`config.mk`:
```
export PLATFORM = sky130hd
export DESIGN_NAME = pwm_led_driver_flat
export DESIGN_NICKNAME = d
export VERILOG_FILES = /design/src/rtl/pwm_led_driver_if.sv /design/src/rtl/pwm_led_driver.sv /design/src/flat_wrapper.sv
export SDC_FILE = /design/constraint.sdc
export NUM_CORES = 1
export LEC_CHECK = 0
export ABC_AREA = 1
export BUFFER_PORTS_ARGS = -buffer_cell sky130_fd_sc_hd__buf_4
export CORE_ASPECT_RATIO = 0.6
export CORE_UTILIZATION = 65
export CTS_BUF_LIST = sky130_fd_sc_hd__clkbuf_16
export CTS_CLUSTER_DIAMETER = 100
export DETAILED_ROUTE_END_ITERATION = 8
export GPL_ROUTABILITY_DRIVEN = 0
export PLACE_DENSITY = 0.86
export SYNTH_ARGS = -nofsm -noshare
export SYNTH_HDL_FRONTEND = slang
export SYNTH_SLANG_ARGS = --single-unit
```
`constraint.sdc`:
```
create_clock -name clock_12mhz -period 6.8 [get_ports clock_12mhz]
set_input_delay 0 -clock clock_12mhz [delete_from_list [all_inputs] [get_ports clock_12mhz]]
set_output_delay 0 -clock clock_12mhz [all_outputs]
set_load 0.05 [all_outputs]
```
`src/rtl/pwm_led_driver_if.sv`:
```
// Control and status bundle for pwm_led_driver: duty/mode inputs from top logic,
// PWM outputs and period status back to the LED pins.
interface pwm_led_driver_if #(parameter int WIDTH = 8);
    logic             enable;
    logic             mode;
    logic [WIDTH-1:0] duty_in;
    logic             duty_load;
    logic             pwm_out;
    logic             pwm_out_n;
    logic             period_start;
    logic [WIDTH-1:0] duty_cur;

    modport master (
        output enable, mode, duty_in, duty_load,
        input  pwm_out, pwm_out_n, period_start, duty_cur
    );

    modport slave (
        input  enable, mode, duty_in, duty_load,
        output pwm_out, pwm_out_n, period_start, duty_cur
    );
endinterface

```
`src/rtl/pwm_led_driver.sv`:
```
// Single-channel PWM LED driver with static duty or breathing fade.
// Optional square-law gamma on the compare value: define PWM_GAMMA_EN.
module pwm_led_driver #(
    parameter int WIDTH        = 8,
    parameter int PRESCALE     = 47,
    parameter int STEP_PERIODS = 4
) (
    input  logic               clock_12mhz,
    input  logic               reset,
    pwm_led_driver_if.slave    bus
);
    localparam int PS_W = (PRESCALE > 0) ? $clog2(PRESCALE + 1) : 1;
    localparam int ST_W = (STEP_PERIODS > 1) ? $clog2(STEP_PERIODS) : 1;

    typedef enum logic [1:0] {ST_STATIC, ST_RISE, ST_FALL} state_e;

    state_e           state_q, state_d;
    logic [PS_W-1:0]  presc_q, presc_d;
    logic [WIDTH-1:0] cnt_q, cnt_d;
    logic [ST_W-1:0]  step_q, step_d;
    logic [WIDTH-1:0] duty_q, duty_d;
    logic [WIDTH-1:0] shadow_q, shadow_d;
    logic [WIDTH-1:0] cmp_val;
    logic             pwm_q, pwm_d;
    logic             ps_q, ps_d;
    logic             tick, wrap, step_hit;

    always_comb begin
        presc_d  = presc_q;
        cnt_d    = cnt_q;
        step_d   = step_q;
        state_d  = state_q;
        duty_d   = duty_q;
        shadow_d = bus.duty_load ? bus.duty_in : shadow_q;
        tick     = 1'b0;
        wrap     = 1'b0;
        step_hit = 1'b0;

        if (!bus.enable) begin
            presc_d = '0;
            cnt_d   = '0;
            step_d  = '0;
        end else begin
            tick    = (presc_q == PS_W'(PRESCALE));
            presc_d = tick ? '0 : presc_q + PS_W'(1);
            if (tick)
                cnt_d = cnt_q + WIDTH'(1);
            wrap = tick && (cnt_q == '1);
        end

        // Duty and state only move at the period boundary so a period never glitches.
        if (wrap) begin
            step_hit = (step_q == ST_W'(STEP_PERIODS - 1));
            case (state_q)
                ST_STATIC: begin
                    if (bus.mode) state_d = ST_RISE;
                    else          duty_d  = shadow_d;
                end
                ST_RISE: begin
                    if (!bus.mode) begin
                        state_d = ST_STATIC;
                        duty_d  = shadow_d;
                    end else if (step_hit) begin
                        if (duty_q >= shadow_d) begin
                            duty_d  = shadow_d;
                            state_d = ST_FALL;
                        end else begin
                            duty_d = duty_q + WIDTH'(1);
                            if (duty_q + WIDTH'(1) >= shadow_d) state_d = ST_FALL;
                        end
                    end
                end
                ST_FALL: begin
                    if (!bus.mode) begin
                        state_d = ST_STATIC;
                        duty_d  = shadow_d;
                    end else if (step_hit) begin
                        if (duty_q == '0) begin
                            state_d = ST_RISE;
                        end else begin
                            duty_d = duty_q - WIDTH'(1);
                            if (duty_q == WIDTH'(1)) state_d = ST_RISE;
                        end
                    end
                end
                default: state_d = ST_STATIC;
            endcase
            step_d = (state_d != state_q || step_hit || state_q == ST_STATIC)
                     ? '0 : step_q + ST_W'(1);
        end

        ps_d  = wrap;
        pwm_d = bus.enable && (cnt_q < cmp_val);
    end

`ifdef PWM_GAMMA_EN
    logic [WIDTH-1:0]   cmp_q, cmp_d;
    logic [2*WIDTH-1:0] sq;

    // Ceiling square law keeps any nonzero duty visibly lit.
    always_comb begin
        sq    = {{WIDTH{1'b0}}, duty_d} * {{WIDTH{1'b0}}, duty_d}
              + (2*WIDTH)'((1 << WIDTH) - 1);
        cmp_d = wrap ? WIDTH'(sq >> WIDTH) : cmp_q;
    end

    always_ff @(posedge clock_12mhz or negedge reset) begin
        if (!reset) cmp_q <= '0;
        else        cmp_q <= cmp_d;
    end

    assign cmp_val = cmp_q;
`else
    assign cmp_val = duty_q;
`endif

    always_ff @(posedge clock_12mhz or negedge reset) begin
        if (!reset) begin
            state_q  <= ST_STATIC;
            presc_q  <= '0;
            cnt_q    <= '0;
            step_q   <= '0;
            duty_q   <= '0;
            shadow_q <= '0;
            pwm_q    <= 1'b0;
            ps_q     <= 1'b0;
        end else begin
            state_q  <= state_d;
            presc_q  <= presc_d;
            cnt_q    <= cnt_d;
            step_q   <= step_d;
            duty_q   <= duty_d;
            shadow_q <= shadow_d;
            pwm_q    <= pwm_d;
            ps_q     <= ps_d;
        end
    end

    assign bus.pwm_out      = pwm_q;
    assign bus.pwm_out_n    = ~pwm_q;
    assign bus.period_start = ps_q;
    assign bus.duty_cur     = duty_q;
endmodule
```
`src/flat_wrapper.sv`:
```
// flat-port wrapper written by rule: the top's interface ports become plain ports
module pwm_led_driver_flat 
#(
    parameter int WIDTH        = 8,
    parameter int PRESCALE     = 47,
    parameter int STEP_PERIODS = 4
)
  (clock_12mhz, reset, bus_enable, bus_mode, bus_duty_in, bus_duty_load, bus_pwm_out, bus_pwm_out_n, bus_period_start, bus_duty_cur);
  pwm_led_driver_if #(.WIDTH(WIDTH)) bus_i ();
  input  logic clock_12mhz;
  input  logic reset;
  input wire logic [$bits(bus_i.enable)-1:0] bus_enable;
  input wire logic [$bits(bus_i.mode)-1:0] bus_mode;
  input wire logic [$bits(bus_i.duty_in)-1:0] bus_duty_in;
  input wire logic [$bits(bus_i.duty_load)-1:0] bus_duty_load;
  output wire logic [$bits(bus_i.pwm_out)-1:0] bus_pwm_out;
  output wire logic [$bits(bus_i.pwm_out_n)-1:0] bus_pwm_out_n;
  output wire logic [$bits(bus_i.period_start)-1:0] bus_period_start;
  output wire logic [$bits(bus_i.duty_cur)-1:0] bus_duty_cur;
  assign bus_i.enable = bus_enable;
  assign bus_i.mode = bus_mode;
  assign bus_i.duty_in = bus_duty_in;
  assign bus_i.duty_load = bus_duty_load;
  assign bus_pwm_out = bus_i.pwm_out;
  assign bus_pwm_out_n = bus_i.pwm_out_n;
  assign bus_period_start = bus_i.period_start;
  assign bus_duty_cur = bus_i.duty_cur;
  pwm_led_driver #(.WIDTH(WIDTH), .PRESCALE(PRESCALE), .STEP_PERIODS(STEP_PERIODS)) u_core (.clock_12mhz(clock_12mhz), .reset(reset), .bus(bus_i));
endmodule
```
; Word-level counts from Yosys, hierarchy flattened
; Index checks and enable logic that the tools add are counted.
[totals]
rom_bits = 0
in_bits = 13
mem_count = 0
ramBits = 0
latchBits = 0
wordCells = 66
output_inout_bits = 11
ff_bits = 36
[op_classes]
shifts = 0
magnitude_cmp = 3
n_reduce_logical = 8
div = 0
eq_ne = 13
mux = 28
bitwise = 1
add_sub_neg = 5
multipliers = 0
[ops]
columns = cell, count
row1 = 2-to-1 mux 8 bit, 10
row2 = 2-to-1 mux 2 bit, 13
row3 = case mux 8 bit (3 select lines), 1
row4 = "adder 8 x 1 -> 8 bit, second input constant", 2
row5 = >= comparator 8 bit, 2
row6 = 2-to-1 mux 6 bit, 2
row7 = "equality test 8 x 1 -> 1 bit, second input constant", 1
row8 = "equality test 8 bit, second input constant", 1
row9 = logical NOT 8 bit, 1
row10 = less-than comparator 8 bit, 1
row11 = "subtractor 8 x 1 -> 8 bit, second input constant", 1
row12 = "adder 6 x 1 -> 6 bit, second input constant", 1
row13 = "equality test 6 bit, second input constant", 1
row14 = "inequality test 3 x 2 -> 1 bit, second input constant", 2
row15 = case mux 2 bit (3 select lines), 1
row16 = AND reduction 6 bit, 1
row17 = "equality test 2 bit, second input constant", 2
row18 = "inequality test 2 x 1 -> 1 bit, second input constant", 2
row19 = "inequality test 3 bit, second input constant", 1
row20 = nonzero test 3 bit, 1
row21 = "adder 2 x 1 -> 2 bit, second input constant", 1
row22 = "equality test 2 x 1 -> 1 bit, second input constant", 1
row23 = logical AND 1 bit, 2
row24 = logical NOT 2 bit, 1
row25 = 5 further kinds, 6

; Depth between registers and ports, before layout
[logic_depth]
ltp_word = 13
ltp_mapped = 19
depth_no_buf = 19

; Least setup slack after synthesis
; OpenSTA, ideal clock, no wires.
[synth_timing]
path_type = register -> register
from = reg u_core.duty_q[3] (netlist: u_core.bus.duty_cur[3])
to = reg u_core.step_q[0]
path_buffers = 1
path_stages_with_launch = 17
setup_ns = 0.118
synth_period_minus_slack_ns = 2.542
path_slack_ns = 4.258
arrival_time_ns = 2.424
cell_sequence = dfrtp_1 > buf_2 > nand2_1 > nor3_2 > nand2_1 > xor2_1 > ha_1 > a21oi_1 > o21ai_0 > a21oi_1 > nand2_1 > nand2_1 > nand2_1 > nand2_1 > nand3_1 > nand4_1 > nand2_1
[synth_via]
elab_chain_len = 13
word_cells_on_any_way = 20
cone_classes = add/sub (1) / order compare (2) / eq/ne (2) / mux (12) / reduce/logical (3)
[synth_lines]
columns = item, line
row1 = start: declaration, pwm_led_driver.sv:21  ; logic [WIDTH-1:0] duty_q, duty_d;
row2 = start signal: assignment, pwm_led_driver.sv:132  ; duty_q <= duty_d;
row3 = adder 8 x 1 -> 8 bit, pwm_led_driver.sv:69  ; if (duty_q + WIDTH'(1) >= shadow_d) state_d = ST_FALL;
row4 = >= comparator 8 bit, pwm_led_driver.sv:69
row5 = 2-to-1 mux 2 bit, pwm_led_driver.sv:69
row6 = 2-to-1 mux 2 bit, pwm_led_driver.sv:64  ; if (duty_q >= shadow_d) begin
row7 = 2-to-1 mux 2 bit, pwm_led_driver.sv:63  ; end else if (step_hit) begin
row8 = 2-to-1 mux 2 bit, pwm_led_driver.sv:60  ; if (!bus.mode) begin
row9 = case mux 2 bit (3 select lines) *, pwm_led_driver.sv:54  ; case (state_q)
row10 = 2-to-1 mux 2 bit *, pwm_led_driver.sv:52  ; if (wrap) begin
row11 = inequality test 2 bit *, pwm_led_driver.sv:88  ; step_d = (state_d != state_q || step_hit || state_q == ST_STATIC)
row12 = logical OR 1 bit * (2 in a row), pwm_led_driver.sv:88
row13 = 2-to-1 mux 2 bit *, pwm_led_driver.sv:89  ; ? '0 : step_q + ST_W'(1);
row14 = 2-to-1 mux 2 bit *, pwm_led_driver.sv:52
row15 = end signal: assignment, pwm_led_driver.sv:131  ; step_q <= step_d;
row16 = end: declaration, pwm_led_driver.sv:20  ; logic [ST_W-1:0] step_q, step_d;
; Mark *: on every way between the ends. The rest lies on a longest branch, timed or not. The select of a mux whose other input is x is not followed.
; A chain may end at the register's enable or synchronous reset.

; Final worst setup path
[layout_timing]
from = reg u_core.duty_q[0] (netlist: u_core.bus.duty_cur[0])
to = reg u_core.step_q[1]
; The elaborated chain is that of the path after synthesis.

==> flow_summary.yaml <==
place:
  place_hpwl_um: 5700
  io_buffers: 23
  place_area_mm2: 0.00307
  pre_cts_slack_ps: 4270
route:
  via_per_inst: 5.97
  dr.pass1.iters: 6
  drt-total-wl_um: 7660
  avgRoutedWirePerCell_um: 16.4
  drt_iter0_markers: 369
  vias: 2787
  drc_errors: 0
  postRouteAntennaNets: 0
logic_synthesis:
  seq_area_frac_synth: 0.315
  synth_commonest_cells: "nand2_1, nor2_1, inv_1"
  ys.flop_type: "dfrtp_1"
  yosys.area.top_type: "dfrtp_1"
  synth-seq-cells: 36
  yosysWarnings: 0
  synth_edf_count: 0
  syn_inst: 379
  synthArstFlopShare: 1.00
  syn_nets: 426
  synth_cell_types: 40
  synth_top_area_frac: 0.315
  synth_area_per_cell_um2: 7.55
  post-synth-top-count-cell: "nand2_1"
  synth_area_leaders: "dfrtp_1, ha_1, nand2_1, nor2_1, inv_1"
  netlist_area_mm2: 0.00286
worst_setup_path:
  crit_required_ps: 6970
  worstPathArrival_ps: 2850
  timing.critical_path.slowest_cell_delay_ps: 510
  end_kind: "register"
  critical_path_class: "reg2reg"
  path_max_fanout: 8
  cp-start-kind: "register"
  path_delay_family: "simple AND/OR/NAND/NOR gates"
  cpMaxStageDelayCell: "dfrtp_1"
  path_common_cell: "nand2_1"
  path_cells: "ha_1 -> nand2_1 -> nor2_1 -> nand2_1 -> xor2_1 -> inv_1 -> ha_1 -> nand2_1 -> o21ai_0 -> a21oi_1 -> nand2_1 -> nand2_1 -> nand2_1 -> nand2_1 -> nand2_1 -> nand2_1 -> nand4_1 -> nand2_1"
  path_buf_inv: 1
sta:
  maxSlewHeadroom: 0.568
  maxSlewViolCount: 0
  rsz0062_at_grt: "no"
  worst_slack_ps: 4120
  min_period_over_period: 0.394
  skew_ps: 3.76
  max_clock_freq_mhz: 374
  final.setup.tns_ps: 0
  min_period_ps: 2680
  setup_viol: 0
  hold_viol_final: 0
  worst_pin_slew_ps: 647
  worst_hold_slack_ps: 8.74
pwr:
  p_sw_frac: 0.255
  p_comb_frac: 0.138
  p_clk_frac: 0.461
  peakVddDrop_mv: 0.102
  p_sw_uw: 143
  pwr_density_cell_mw_per_mm2: 172
  seqPwrFrac: 0.401
  internal-power_uw: 418
  p_leak_nw: 1.60
floorplan:
  rows: 18
  die_h_um: 53.4
  coreArea_mm2: 0.00417
  ios: 24
  dieArea_mm2: 0.00468
  start_util: 0.687
  die_w_um: 87.7
flow_run:
  maxCapViolCount: 0
cts:
  h-tree-depth: 2
  worst_skew_pair.late_latency_ps: 280
  clkSlewWorstSetupHoldPaths_ps: 60
  ctsResizeCount: 0
  clockBufferDepth: 2
  cts_tree: "built"
  cts_root_buffer: "clkbuf_16"
  cts_sinks: 36
  cts_buffers: 5
final_layout:
  area_delta_synth_final_pct: 13.8
  layout.nets: 453
  diodes: 0
  fill_cells: 309
  final_area_mm2: 0.00326
  drive_above_1_share: 0.162
  final_core_util: 0.782
global_routing:
  track_usage: 0.357
  grt_pass1_wl_um: 12300
  antenna_found_initial: 0
  grt_start_max_net_pins: 37
  grt_pass1_vias: 2555
  gr-total-overflow: 0
worst_hold_path:
  hold_class: "in2reg"
outcome:
  outcome: "completed"
## cells by family after synthesis
family	synth area share
buf+inv	0.0822
simple gates	0.272
xor+xnor	0.0245
fa+ha+maj	0.149
compound gates	0.158
flops	0.315
## worst paths after layout
| kind | from | to | slack (ps) | cells past startpoint |
|---|---|---|---|---|
| max reg2reg | u_core.bus.duty_cur[0] | u_core.step_q[1] | 4120 | 18 |
| min reg2reg | u_core.presc_q[0] | u_core.presc_q[0] | 480 | 1 |
| max | u_core.bus.duty_cur[0] | u_core.step_q[1] | 4120 | 18 |
| min in group asynchronous | reset | u_core.presc_q[5] | 220 | 2 |
| min | bus_enable | u_core.presc_q[1] | 9 | 3 |
| max in group asynchronous | reset | u_core.bus.duty_cur[0] | 6230 | 2 |
## power by group through the flow
stage / Sequential (mW) / Combinational (mW) / Clock, mW
2_1_floorplan: 0.229 / 0.0473 / 0
3_3_place_gp: 0.229 / 0.0708 / 0
3_5_place_dp: 0.229 / 0.0738 / 0
4_1_cts: 0.225 / 0.0752 / 0.258
5_1_grt: 0.226 / 0.0862 / 0.267
6_report: 0.225 / 0.0774 / 0.259
## what timing repair did
item                                   4_1_cts  5_1_grt
setup buffers                                0        0
hold buffers                                 2        0
endpoints found under the hold margin       37        0
## placed cells by master (no fill, tap or decap), types with 5 or more instances in the layout
cell        n
inv_2      13
nand3_1    13
dfrtp_1    36
or2_1       6
nand4_1     7
o22ai_1     5
nand2_1    67
nor2_1     48
o21ai_0    19
buf_4      23
a21oi_1    28
xor2_1      7
inv_1      41
clkbuf_16   5
ha_1       34
## sequential cells by signal, indices dropped and copies added, names as in the netlist
name                     count
u_core.bus.duty_cur          8
u_core.cnt_q                 8
u_core.shadow_q              8
u_core.presc_q               6
u_core.state_q               2
u_core.step_q                2
u_core.bus.period_start      1
u_core.bus.pwm_out           1
## final cells by class
class                      instances  area (µm²)  share of cell area
sequential                        36         901               0.276
inverter                          53         199              0.0611
multi-input combinational        285        1730               0.530
clock buffer                       5         125              0.0384
clock inverter                     3        38.8              0.0119
tap                               60        75.1              0.0230
timing repair buffer              25         193              0.0591
## metal layers
metal	vias up	track usage	part of all wire
li1	1313	-	-
met1	1290	0.514	0.46
met2	169	0.535	0.42
met3	15	0.0952	0.11
met4	0	0.0710	0.0077
met5	-	0	0
## stage by stage
stage                     instances  total power [mW]
after floorplan                 379             0.276
after global placement          457             0.299
after detailed placement        457             0.303
after CTS                       467             0.558
after global routing            467             0.579
final                           467             0.561
## worst register-to-register path, delay by kind of cell (launching register included)
kind,cells,cell delay [ps]
buffers and inverters,1,90
and+or+nand+nor,12,990
xor gates and xnor gates,1,160
DFF,1,510
adders and majority gates,2,550
AOI/OAI and AO/OA,2,260
Power figures use the tool's default switching activity.
